<file path="src/rtl/column_sweep_scheduler.sv">
// rtl/column_sweep_scheduler.sv - handshaked column-pair sweep per rotational slice with overrun counting
// Optional: RESTART_ON_OVERRUN_EN restarts the sweep at the new theta when theta moves mid-sweep.
module column_sweep_scheduler #(
  parameter int ROTATIONAL_RES = 1024,
  parameter int SCAN_RATE      = 32,
  parameter int FETCH_LATENCY  = 2
) (
  input  logic                              clk_in,
  input  logic                              rst_n_in,
  input  logic                              enable_in,
  input  logic [$clog2(ROTATIONAL_RES)-1:0] dtheta_in,
  input  logic                              hub75_ready_in,
  output logic [$clog2(SCAN_RATE)-1:0]      col_index1_out,
  output logic [$clog2(SCAN_RATE):0]        col_index2_out,
  output logic                              col_valid_out,
  output logic [$clog2(ROTATIONAL_RES)-1:0] theta_latched_out,
  output logic                              busy_out,
  output logic                              frame_done_out,
  output logic [15:0]                       overrun_count_out
);

  localparam int TW = $clog2(ROTATIONAL_RES);
  localparam int CW = $clog2(SCAN_RATE);
  localparam logic [CW-1:0] LP_LAST  = CW'(SCAN_RATE - 1);
  localparam logic [CW:0]   LP_SCAN  = (CW + 1)'(SCAN_RATE);
  localparam logic [3:0]    LP_FETCH = 4'(FETCH_LATENCY);

  typedef enum logic [2:0] {S_IDLE, S_ISSUE, S_WAIT, S_PRESENT, S_DONE} state_t;

  state_t        r_state, w_state_next;
  logic [CW-1:0] r_idx, w_idx_next;
  logic [CW:0]   r_idx2;
  logic [TW-1:0] r_theta, w_theta_next;
  logic [TW-1:0] r_dtheta_prev;
  logic          r_first, w_first_next;
  logic          r_valid, w_valid_next;
  logic          r_done, w_done_next;
  logic [3:0]    r_wait, w_wait_next;
  logic [15:0]   r_overrun;
  logic          w_idx_load;
  logic          w_overrun;

  assign w_overrun = (r_state != S_IDLE) && (dtheta_in != r_dtheta_prev);

  always_comb begin
    w_state_next = r_state;
    w_idx_next   = r_idx;
    w_theta_next = r_theta;
    w_first_next = r_first;
    w_valid_next = r_valid;
    w_done_next  = 1'b0;
    w_wait_next  = r_wait;
    w_idx_load   = 1'b0;
    case (r_state)
      S_IDLE: begin
        if (enable_in && (r_first || (dtheta_in != r_theta))) begin
          w_theta_next = dtheta_in;
          w_idx_next   = '0;
          w_idx_load   = 1'b1;
          w_first_next = 1'b0;
          w_state_next = S_ISSUE;
        end
      end
      S_ISSUE: begin
        w_wait_next = LP_FETCH;
        if (FETCH_LATENCY > 0) begin
          w_state_next = S_WAIT;
        end else begin
          w_state_next = S_PRESENT;
          w_valid_next = 1'b1;
        end
      end
      S_WAIT: begin
        // Leaving on count 1 makes WAIT last exactly FETCH_LATENCY cycles.
        if (r_wait <= 4'd1) begin
          w_state_next = S_PRESENT;
          w_valid_next = 1'b1;
        end else begin
          w_wait_next = r_wait - 4'd1;
        end
      end
      S_PRESENT: begin
        if (hub75_ready_in && r_valid) begin
          w_valid_next = 1'b0;
          if (r_idx == LP_LAST) begin
            w_state_next = S_DONE;
            w_done_next  = 1'b1;
          end else begin
            w_idx_next   = r_idx + 1'b1;
            w_idx_load   = 1'b1;
            w_state_next = S_ISSUE;
          end
        end
      end
      S_DONE: begin
        w_state_next = S_IDLE;
      end
      default: begin
        w_state_next = S_IDLE;
      end
    endcase
`ifdef RESTART_ON_OVERRUN_EN
    if (w_overrun && (r_state != S_DONE)) begin
      w_theta_next = dtheta_in;
      w_idx_next   = '0;
      w_idx_load   = 1'b1;
      w_valid_next = 1'b0;
      w_done_next  = 1'b0;
      w_state_next = S_ISSUE;
    end
`endif
  end

  always_ff @(posedge clk_in or negedge rst_n_in) begin
    if (!rst_n_in) begin
      r_state       <= S_IDLE;
      r_idx         <= '0;
      r_idx2        <= '0;
      r_theta       <= '0;
      r_dtheta_prev <= '0;
      r_first       <= 1'b1;
      r_valid       <= 1'b0;
      r_done        <= 1'b0;
      r_wait        <= '0;
      r_overrun     <= '0;
    end else begin
      r_state       <= w_state_next;
      r_idx         <= w_idx_next;
      r_theta       <= w_theta_next;
      r_dtheta_prev <= dtheta_in;
      r_first       <= w_first_next;
      r_valid       <= w_valid_next;
      r_done        <= w_done_next;
      r_wait        <= w_wait_next;
      if (w_idx_load) begin
        r_idx2 <= {1'b0, w_idx_next} + LP_SCAN;
      end
      if (w_overrun && (r_overrun != 16'hFFFF)) begin
        r_overrun <= r_overrun + 16'd1;
      end
    end
  end

  assign col_index1_out    = r_idx;
  assign col_index2_out    = r_idx2;
  assign col_valid_out     = r_valid;
  assign theta_latched_out = r_theta;
  assign busy_out          = (r_state != S_IDLE);
  assign frame_done_out    = r_done;
  assign overrun_count_out = r_overrun;

endmodule

</file>
<file path="config.mk">
export PLATFORM = sky130hd
export DESIGN_NAME = column_sweep_scheduler
export DESIGN_NICKNAME = d
export VERILOG_FILES = /design/src/rtl/column_sweep_scheduler.sv
export SDC_FILE = /design/constraint.sdc
export NUM_CORES = 1
export LEC_CHECK = 0
export ABC_AREA = 1
export BUFFER_PORTS_ARGS = -buffer_cell sky130_fd_sc_hd__buf_4
export CAP_MARGIN = 10
export CORE_MARGIN = 10
export CORE_UTILIZATION = 58
export CTS_BUF_LIST = sky130_fd_sc_hd__clkbuf_4
export DETAILED_ROUTE_END_ITERATION = 7
export GPL_TIMING_DRIVEN = 0
export PLACE_DENSITY = 0.92
export SLEW_MARGIN = 20
export SYNTH_ARGS = -nofsm -noshare
export SYNTH_HDL_FRONTEND = slang
export SYNTH_SLANG_ARGS = --single-unit
export TNS_END_PERCENT = 100
</file>
<file path="constraint.sdc">
create_clock -name clk_in -period 1.72 [get_ports clk_in]
set_input_delay 0.258 -clock clk_in [delete_from_list [all_inputs] [get_ports clk_in]]
set_output_delay 0.258 -clock clk_in [all_outputs]
set_load 0.02 [all_outputs]
</file>
==> results_dict.tcl, run 1 <==
set metrics [dict create \
    ir_drop_mv 0.9716 \
    tritoncts_num_sinks 57 \
    powerDensity_nw_per_um2 1487 \
    layout.cells.most_common_list "sky130_fd_sc_hd__nand2_1 (95), sky130_fd_sc_hd__buf_4 (60), sky130_fd_sc_hd__dfrtp_1 (55), sky130_fd_sc_hd__inv_1 (53), sky130_fd_sc_hd__nor2_1 (28)" \
    critical_path_depth 11 \
    power.static_leakage_nw 1.912 \
    final_net_count 462 \
    largest_net_degree_at_the_start_of_global_routing 58 \
    r2r_end "col_index1_out[0]" \
    ys_dominant_reg_cell "sky130_fd_sc_hd__dfrtp_1" \
    crit_slowest_cell "sky130_fd_sc_hd__dlygate4sd3_1" \
    via_total_after_detailed_routing 2795 \
    row_count 25 \
    final-setup-viol-count 0 \
    tritoncts_clock_tree "done" \
    async_flop_share_pct 100.0 \
    globalRoute.totalOverflow 0 \
    share_seq_of_total_power_pct 36.2 \
    timing.fmax_ghz 0.5957 \
    timing.critical_path.fanout_max 6 \
    power_switching_share_pct 43.22 \
    path_cells "dlygate4sd3_1 -> buf_4 -> inv_1 -> a21oi_1 -> nand3_1 -> nor2_1 -> nand2_1 -> nand3_4 -> buf_6 -> o21ai_0 -> a21oi_1" \
    number_of_antenna_violations_at_the_first_check_in_global_routing 0 \
    r2r_setup_slack_ps 70 \
    cpMostUsedCell "sky130_fd_sc_hd__a21oi_1" \
    worst_skew_pair.late_latency_ps 410 \
    die_width_um 91.43 \
    dp_hpwl_mm 5.150 \
    place_inst 481 \
    syn_avg_cell_area_um2 8.197 \
    post_route_cells_drive_above_1_share_pct 26.06 \
    antenna_cells_inserted 0 \
    postSynthRegisterBits 57 \
    gpl.final_weighted_congestion 0.8837 \
    die_height_um 91.43 \
    status "complete, no violations" \
    power.switching_mw 2.441 \
    timing.final.crit_share_pct 97.59 \
    grt_pass1_vias 2654 \
    die_area_um2 8359 \
    cp.arrival_ps 2000 \
    count_of_final_max_slew_check_failures 0 \
    crit_buf_inv 4 \
    path_delay_family "buffers and inverters" \
    grt_pass1_wl_mm 12.49 \
    critical_path.startpoint "dtheta_in[9]" \
    rsz0062_at_grt "true" \
    yosysWarnings 0 \
    final.min_clock_period_ps 1679 \
    starting_density_of_the_core_pct 61.03 \
    timing.hold.worst.class "in -> reg" \
    reg2reg_depth 11 \
    endpoint_kind "flop" \
    route.detailed.drc 0 \
    netlist_area_before_placement_um2 2959 \
    vias_per_cell 5.417 \
    ctsHtreeMaxLevel 3 \
    total_wirelength_of_the_detailed_routed_design_mm 7.984 \
    io_pins 54 \
    ctsRootBufferMaster "sky130_fd_sc_hd__clkbuf_4" \
    slew_headroom_pct 52.23 \
    wire_per_inst_um 15.47 \
    seq_area_frac_synth_pct 48.25 \
    p_int_mw 3.207 \
    number_of_optimization_iterations_in_the_first_detailed_route_pass 5 \
    crit_path_start_kind "primary input" \
    path_class "in -> reg" \
    cts_buffers 9 \
    clk_pin_slew_worst_paths_ps 110 \
    hold_violations 0 \
    crit_path_end "col_index1_out[0]" \
    io_buffers 53 \
    synth_enable_flop_cells 0 \
    comb_power_share_pct 46.1 \
    post_synth_inst_count 361 \
    floorplan.core_area_um2 4848 \
    timing.rr.start "theta_latched_out[7]" \
    worst_hold_slack_ps 118.1 \
    synth.net_count 379 \
    fin_skew_ps 15.28 \
    drt_iter0_markers 195 \
    post_synth_num_cell_types 35 \
    layout.cells.most_common "sky130_fd_sc_hd__nand2_1" \
    max_stage_delay_ps 530 \
    pwr-share-clk_pct 17.8 \
    remaining_number_of_nets_flagged_by_the_antenna_check_after_routing 0 \
    post_layout_nonfiller_instances 516 \
    synthToLayoutAreaGrowth_pct 28.33 \
    clock_path_buffers 2 \
    max_cap_viol_count 0 \
    grtUsageTotal_pct 18.16 \
    timing_worst_slew_pin_value_ps 716.6 \
    required_ps 2040 \
]
worst min-delay path by stage:
stage	from	end	slack [ps]	depth (start not counted)
global placement	rst_n_in	theta_latched_out[6]	350	1
floorplan	rst_n_in	col_index1_out[0]	-40	0
global route	dtheta_in[5]	r_dtheta_prev[5]	90	1
CTS	dtheta_in[8]	theta_latched_out[8]	210	3
finish	dtheta_in[5]	r_dtheta_prev[5]	120	1
detailed placement	rst_n_in	theta_latched_out[6]	360	1
layer usage:
layer	GRT usage, %	up-vias	routed length (um)
met1	19.44	1349	3169
li1	-	1301	-
met2	31.16	128	4023
met3	7.490	17	627
met4	7.050	0	163
met5	0	-	0
metrics by stage:
| step | instance area [um2] | power (mW) | setup TNS (ps) | setup slack (ps) | util, % |
|---|---|---|---|---|---|
| detailed placement | 3441 | 4.398 | 0 | 46.29 | 70.97 |
| global route | 3797 | 6.019 | -212.8 | -26.99 | 78.32 |
| CTS | 3696 | 5.425 | 0 | 4.506 | 76.23 |
| floorplan | 2959 | 3.537 | 0 | 102.7 | - |
| finish | 3797 | 5.648 | 0 | 41.39 | 78.32 |
| global placement | 3441 | 4.273 | 0 | 80.26 | 70.97 |
layout make-up:
class | count | area, um2
clock buffer | 12 | 90.09
clock inverter | 4 | 45.04
buffer | 5 | 46.29
timing repair buffer | 72 | 583.1
sequential | 57 | 1429
fill | 311 | 1051
tap | 67 | 83.83
inverter | 59 | 221.5
multi-input combinational | 240 | 1299
state kept, by name (all words and copies together), names as in the netlist:
register           cells
overrun_count_out     16
r_dtheta_prev         10
theta_latched_out     10
col_index2_out         6
col_index1_out         5
r_wait                 4
r_state                3
col_valid_out          1
frame_done_out         1
r_first                1
cells by family after synthesis:
kind of cell	share of synthesized area, %
simple gates	26.34
buf+inv	8.964
flops	48.25
compound gates	8.541
xor+xnor	6.216
fa+ha+maj	1.691
worst register-to-register path, stage by stage (launching register included):
cell and delay (ps):
sky130_fd_sc_hd__dfrtp_1 420, sky130_fd_sc_hd__inv_1 60, sky130_fd_sc_hd__nand2_1 50, sky130_fd_sc_hd__nand2_1 50
sky130_fd_sc_hd__nor2_1 100, sky130_fd_sc_hd__nand2_1 60, sky130_fd_sc_hd__nor2_1 150, sky130_fd_sc_hd__nand2_1 140
sky130_fd_sc_hd__nand3_4 150, sky130_fd_sc_hd__buf_6 130, sky130_fd_sc_hd__o21ai_0 100, sky130_fd_sc_hd__a21oi_1 160
cells in the mapped netlist, types with 2 or more instances:
cell type,n,area share (%)
sky130_fd_sc_hd__nor3_1,4,0.68
sky130_fd_sc_hd__o21ai_2,6,1.8
sky130_fd_sc_hd__xor2_1,9,2.7
sky130_fd_sc_hd__nand2_1,96,12
sky130_fd_sc_hd__nand4_1,6,1.3
sky130_fd_sc_hd__inv_2,2,0.25
sky130_fd_sc_hd__o21ai_1,10,1.7
sky130_fd_sc_hd__o21ai_0,17,2.9
sky130_fd_sc_hd__buf_6,3,1.1
sky130_fd_sc_hd__nand2_2,2,0.42
sky130_fd_sc_hd__or2_2,2,0.42
sky130_fd_sc_hd__nor4_1,2,0.42
sky130_fd_sc_hd__nand3_1,15,2.5
sky130_fd_sc_hd__xnor2_1,12,3.6
sky130_fd_sc_hd__nor2_2,3,0.63
sky130_fd_sc_hd__inv_1,57,7.2
sky130_fd_sc_hd__dfrtp_1,56,47
sky130_fd_sc_hd__ha_1,4,1.7
sky130_fd_sc_hd__nor2_1,29,3.7
sky130_fd_sc_hd__buf_2,2,0.34
sky130_fd_sc_hd__nand3_2,3,1.0
sky130_fd_sc_hd__a21oi_1,7,1.2
sky130_fd_sc_hd__or2_1,2,0.42
power groups by stage:
stage / Clock [mW] / Combinational, mW / Sequential, mW
after global routing: 1.07 / 2.86 / 2.09
after detailed placement: 0 / 2.34 / 2.06
after CTS: 0.990 / 2.40 / 2.04
final: 1.00 / 2.60 / 2.04
after floorplan: 0 / 1.24 / 2.30
after global placement: 0 / 2.24 / 2.03
repair_timing:
item	4_1_cts	5_1_grt
hold endpoints to repair	66	0
gates resized for setup	1	20
endpoints found under the setup margin	1	33
setup buffers	1	10
pin swaps	1	8
hold buffers	11	0
No activity file was read; power rests on OpenSTA's default activity.
==> run 2, diff against run 1 <==
--- a/config.mk
+++ b/config.mk
@@ -8,13 +8,14 @@
 export ABC_AREA = 1
 export BUFFER_PORTS_ARGS = -buffer_cell sky130_fd_sc_hd__buf_4
 export CAP_MARGIN = 10
+export CELL_PAD_IN_SITES_DETAIL_PLACEMENT = 1
+export CELL_PAD_IN_SITES_GLOBAL_PLACEMENT = 1
 export CORE_MARGIN = 10
-export CORE_UTILIZATION = 58
+export CORE_UTILIZATION = 42
 export CTS_BUF_LIST = sky130_fd_sc_hd__clkbuf_4
 export DETAILED_ROUTE_END_ITERATION = 7
 export GPL_TIMING_DRIVEN = 0
-export PLACE_DENSITY = 0.92
-export SLEW_MARGIN = 20
+export PLACE_DENSITY = 0.9
 export SYNTH_ARGS = -nofsm -noshare
 export SYNTH_HDL_FRONTEND = slang
 export SYNTH_SLANG_ARGS = --single-unit
==> constraint.sdc (replaced) <==
create_clock -name clk_in -period 1.72 [get_ports clk_in]
set_input_delay 0.344 -clock clk_in [delete_from_list [all_inputs] [get_ports clk_in]]
set_output_delay 0.344 -clock clk_in [all_outputs]
set_load 0.02 [all_outputs]
==> run 2 against run 1 <==
Against the previous run: global-route usage decreased by 2.7 points; the flow now finishes with violations (setup timing); wire length increased by 14%; cell count increased by 4.7%; largest cell class unchanged.
==> results_dict.tcl, run 2 (synthesized netlist as in run 1, its figures left out) <==
set metrics [dict create \
    gpl.final_weighted_congestion 0.8256 \
    r2r_setup_slack_ps 40 \
    fin_util_pct 55.24 \
    fillCellCount 866 \
    io_buffers 53 \
    cp.arrival_ps 1400 \
    largest_net_degree_at_the_start_of_global_routing 58 \
    timing_worst_slew_pin_value_ps 726.8 \
    number_of_optimization_iterations_in_the_first_detailed_route_pass 4 \
    timing.final.crit_share_pct 101.4 \
    post_route_cells_drive_above_1_share_pct 27.03 \
    ctsHtreeMaxLevel 3 \
    starting_density_of_the_core_pct 43.32 \
    final.min_clock_period_ps 1743 \
    io_pins 54 \
    grt_pass1_wl_mm 13.81 \
    die_width_um 103.9 \
    layout.cells.most_common "sky130_fd_sc_hd__nand2_1" \
    total_wirelength_of_the_detailed_routed_design_mm 9.109 \
    worst_skew_pair.late_latency_ps 420 \
    largest_register_ff_count 16 \
    timing.hold.worst.class "in -> reg" \
    r2r_end "theta_latched_out[5]" \
    hold_violations 0 \
    finalSetupTns_ps -23.41 \
    violations "setup timing" \
    row_count 30 \
    via_total_after_detailed_routing 2677 \
    clock_path_buffers 2 \
    max_cap_viol_count 0 \
    timing.hold.worst_endpoint "r_dtheta_prev[8]" \
    grt_pass1_vias 2902 \
    die_area_um2 10800 \
    endpoint_kind "output port" \
    ctsRootBufferMaster "sky130_fd_sc_hd__clkbuf_4" \
    tritoncts_clock_tree "done" \
    worst_hold_slack_ps 57.36 \
    reg2reg_depth 8 \
    drt_iter0_markers 121 \
    vias_per_cell 4.957 \
    globalRoute.totalOverflow 0 \
    place_inst 510 \
    ir_drop_mv 0.9051 \
    dp_slack_ps 1.332 \
    timing.rr.start "r_state[2]" \
    power.static_leakage_nw 1.863 \
    dp_hpwl_mm 6.019 \
    powerDensity_nw_per_um2 1530 \
    whs_path_depth 1 \
    remaining_number_of_nets_flagged_by_the_antenna_check_after_routing 0 \
    timing.critical_path.fanout_max 2 \
    fin_area_um2 3774 \
    crit_path_start_kind "flop" \
    final-setup-viol-count 1 \
    antenna_cells_inserted 0 \
    final_net_count 458 \
    slew_headroom_pct 51.54 \
    grtUsageTotal_pct 15.42 \
    postPlaceCellArea_um2 3477 \
    layout.cells.most_common_list "sky130_fd_sc_hd__nand2_1 (95), sky130_fd_sc_hd__buf_4 (66), sky130_fd_sc_hd__dfrtp_1 (55), sky130_fd_sc_hd__inv_1 (54), sky130_fd_sc_hd__nor2_1 (28)" \
    cts_buffers 9 \
    timing.fmax_ghz 0.5736 \
    path_class "reg -> out" \
    min-delay-start "dtheta_in[8]" \
    final_worst_path_setup_slack_ps -23.41 \
    route.detailed.drc 0 \
    required_ps 1380 \
    rsz0062_at_grt "true" \
    fin_skew_ps 15.89 \
    floorplan.core_area_um2 6832 \
    post_layout_nonfiller_instances 540 \
    wire_per_inst_um 16.87 \
    number_of_antenna_violations_at_the_first_check_in_global_routing 0 \
    die_height_um 103.9 \
    ff_latch_area_um2 1429 \
    multiInputGateArea_um2 1311 \
    count_of_final_max_slew_check_failures 0 \
    power.total_mw 5.775 \
    status "finished with violations" \
    tritoncts_num_sinks 57 \
    synthToLayoutAreaGrowth_pct 27.53 \
    clk_pin_slew_worst_paths_ps 90 \
]
## run 2: power by group
part | leakage [nW] | internal [mW] | total (mW) | switching, mW
registers | 0.719 | 1.67 | 2.06 | 0.382
clock network | 0.0676 | 0.427 | 0.943 | 0.517
logic | 1.08 | 1.09 | 2.77 | 1.69
## run 2: worst max-delay path, stage by stage, from the launching register on
cell                      delay [ps]
sky130_fd_sc_hd__dfrtp_1         410
sky130_fd_sc_hd__nor2_2          180
sky130_fd_sc_hd__inv_2            80
sky130_fd_sc_hd__nor2_4          130
sky130_fd_sc_hd__inv_4            60
sky130_fd_sc_hd__buf_6           130
## run 2: worst max-delay path by stage
stage / from / cells past startpoint / to
5_1_grt: r_state[2] / 5 / busy_out
2_1_floorplan: overrun_count_out[0] / 8 / overrun_count_out[13]
4_1_cts: overrun_count_out[0] / 8 / overrun_count_out[13]
3_3_place_gp: overrun_count_out[0] / 8 / overrun_count_out[12]
3_5_place_dp: dtheta_in[2] / 11 / theta_latched_out[1]
6_report: r_state[2] / 5 / busy_out
## run 2: metal layers
metal	wire [um]	global-route usage, %	up-vias
li1	-	-	1291
met1	3586	16.59	1308
met2	4867	26.80	66
met3	530	6.506	12
met4	125	4.672	0
met5	0	0	-
## run 2: area by class of cell
class / count / share of cell area [%]
Timing Repair Buffer: 67 / 13.49
Clock inverter: 6 / 1.592
Tap cell: 96 / 3.183
Clock buffer: 9 / 1.790
Inverter: 59 / 5.935
Multi-Input combinational cell: 241 / 34.75
Sequential cell: 57 / 37.86
Buffer: 5 / 1.393
## run 2: repair_timing
action | in CTS | in global routing
hold endpoints to repair | 6 | 0
gates resized for setup | 6 | 14
cloned | 0 | 1
setup endpoints to repair | 11 | 35
pin swaps | 2 | 3
hold buffers | 1 | 0
setup buffers | 4 | 9
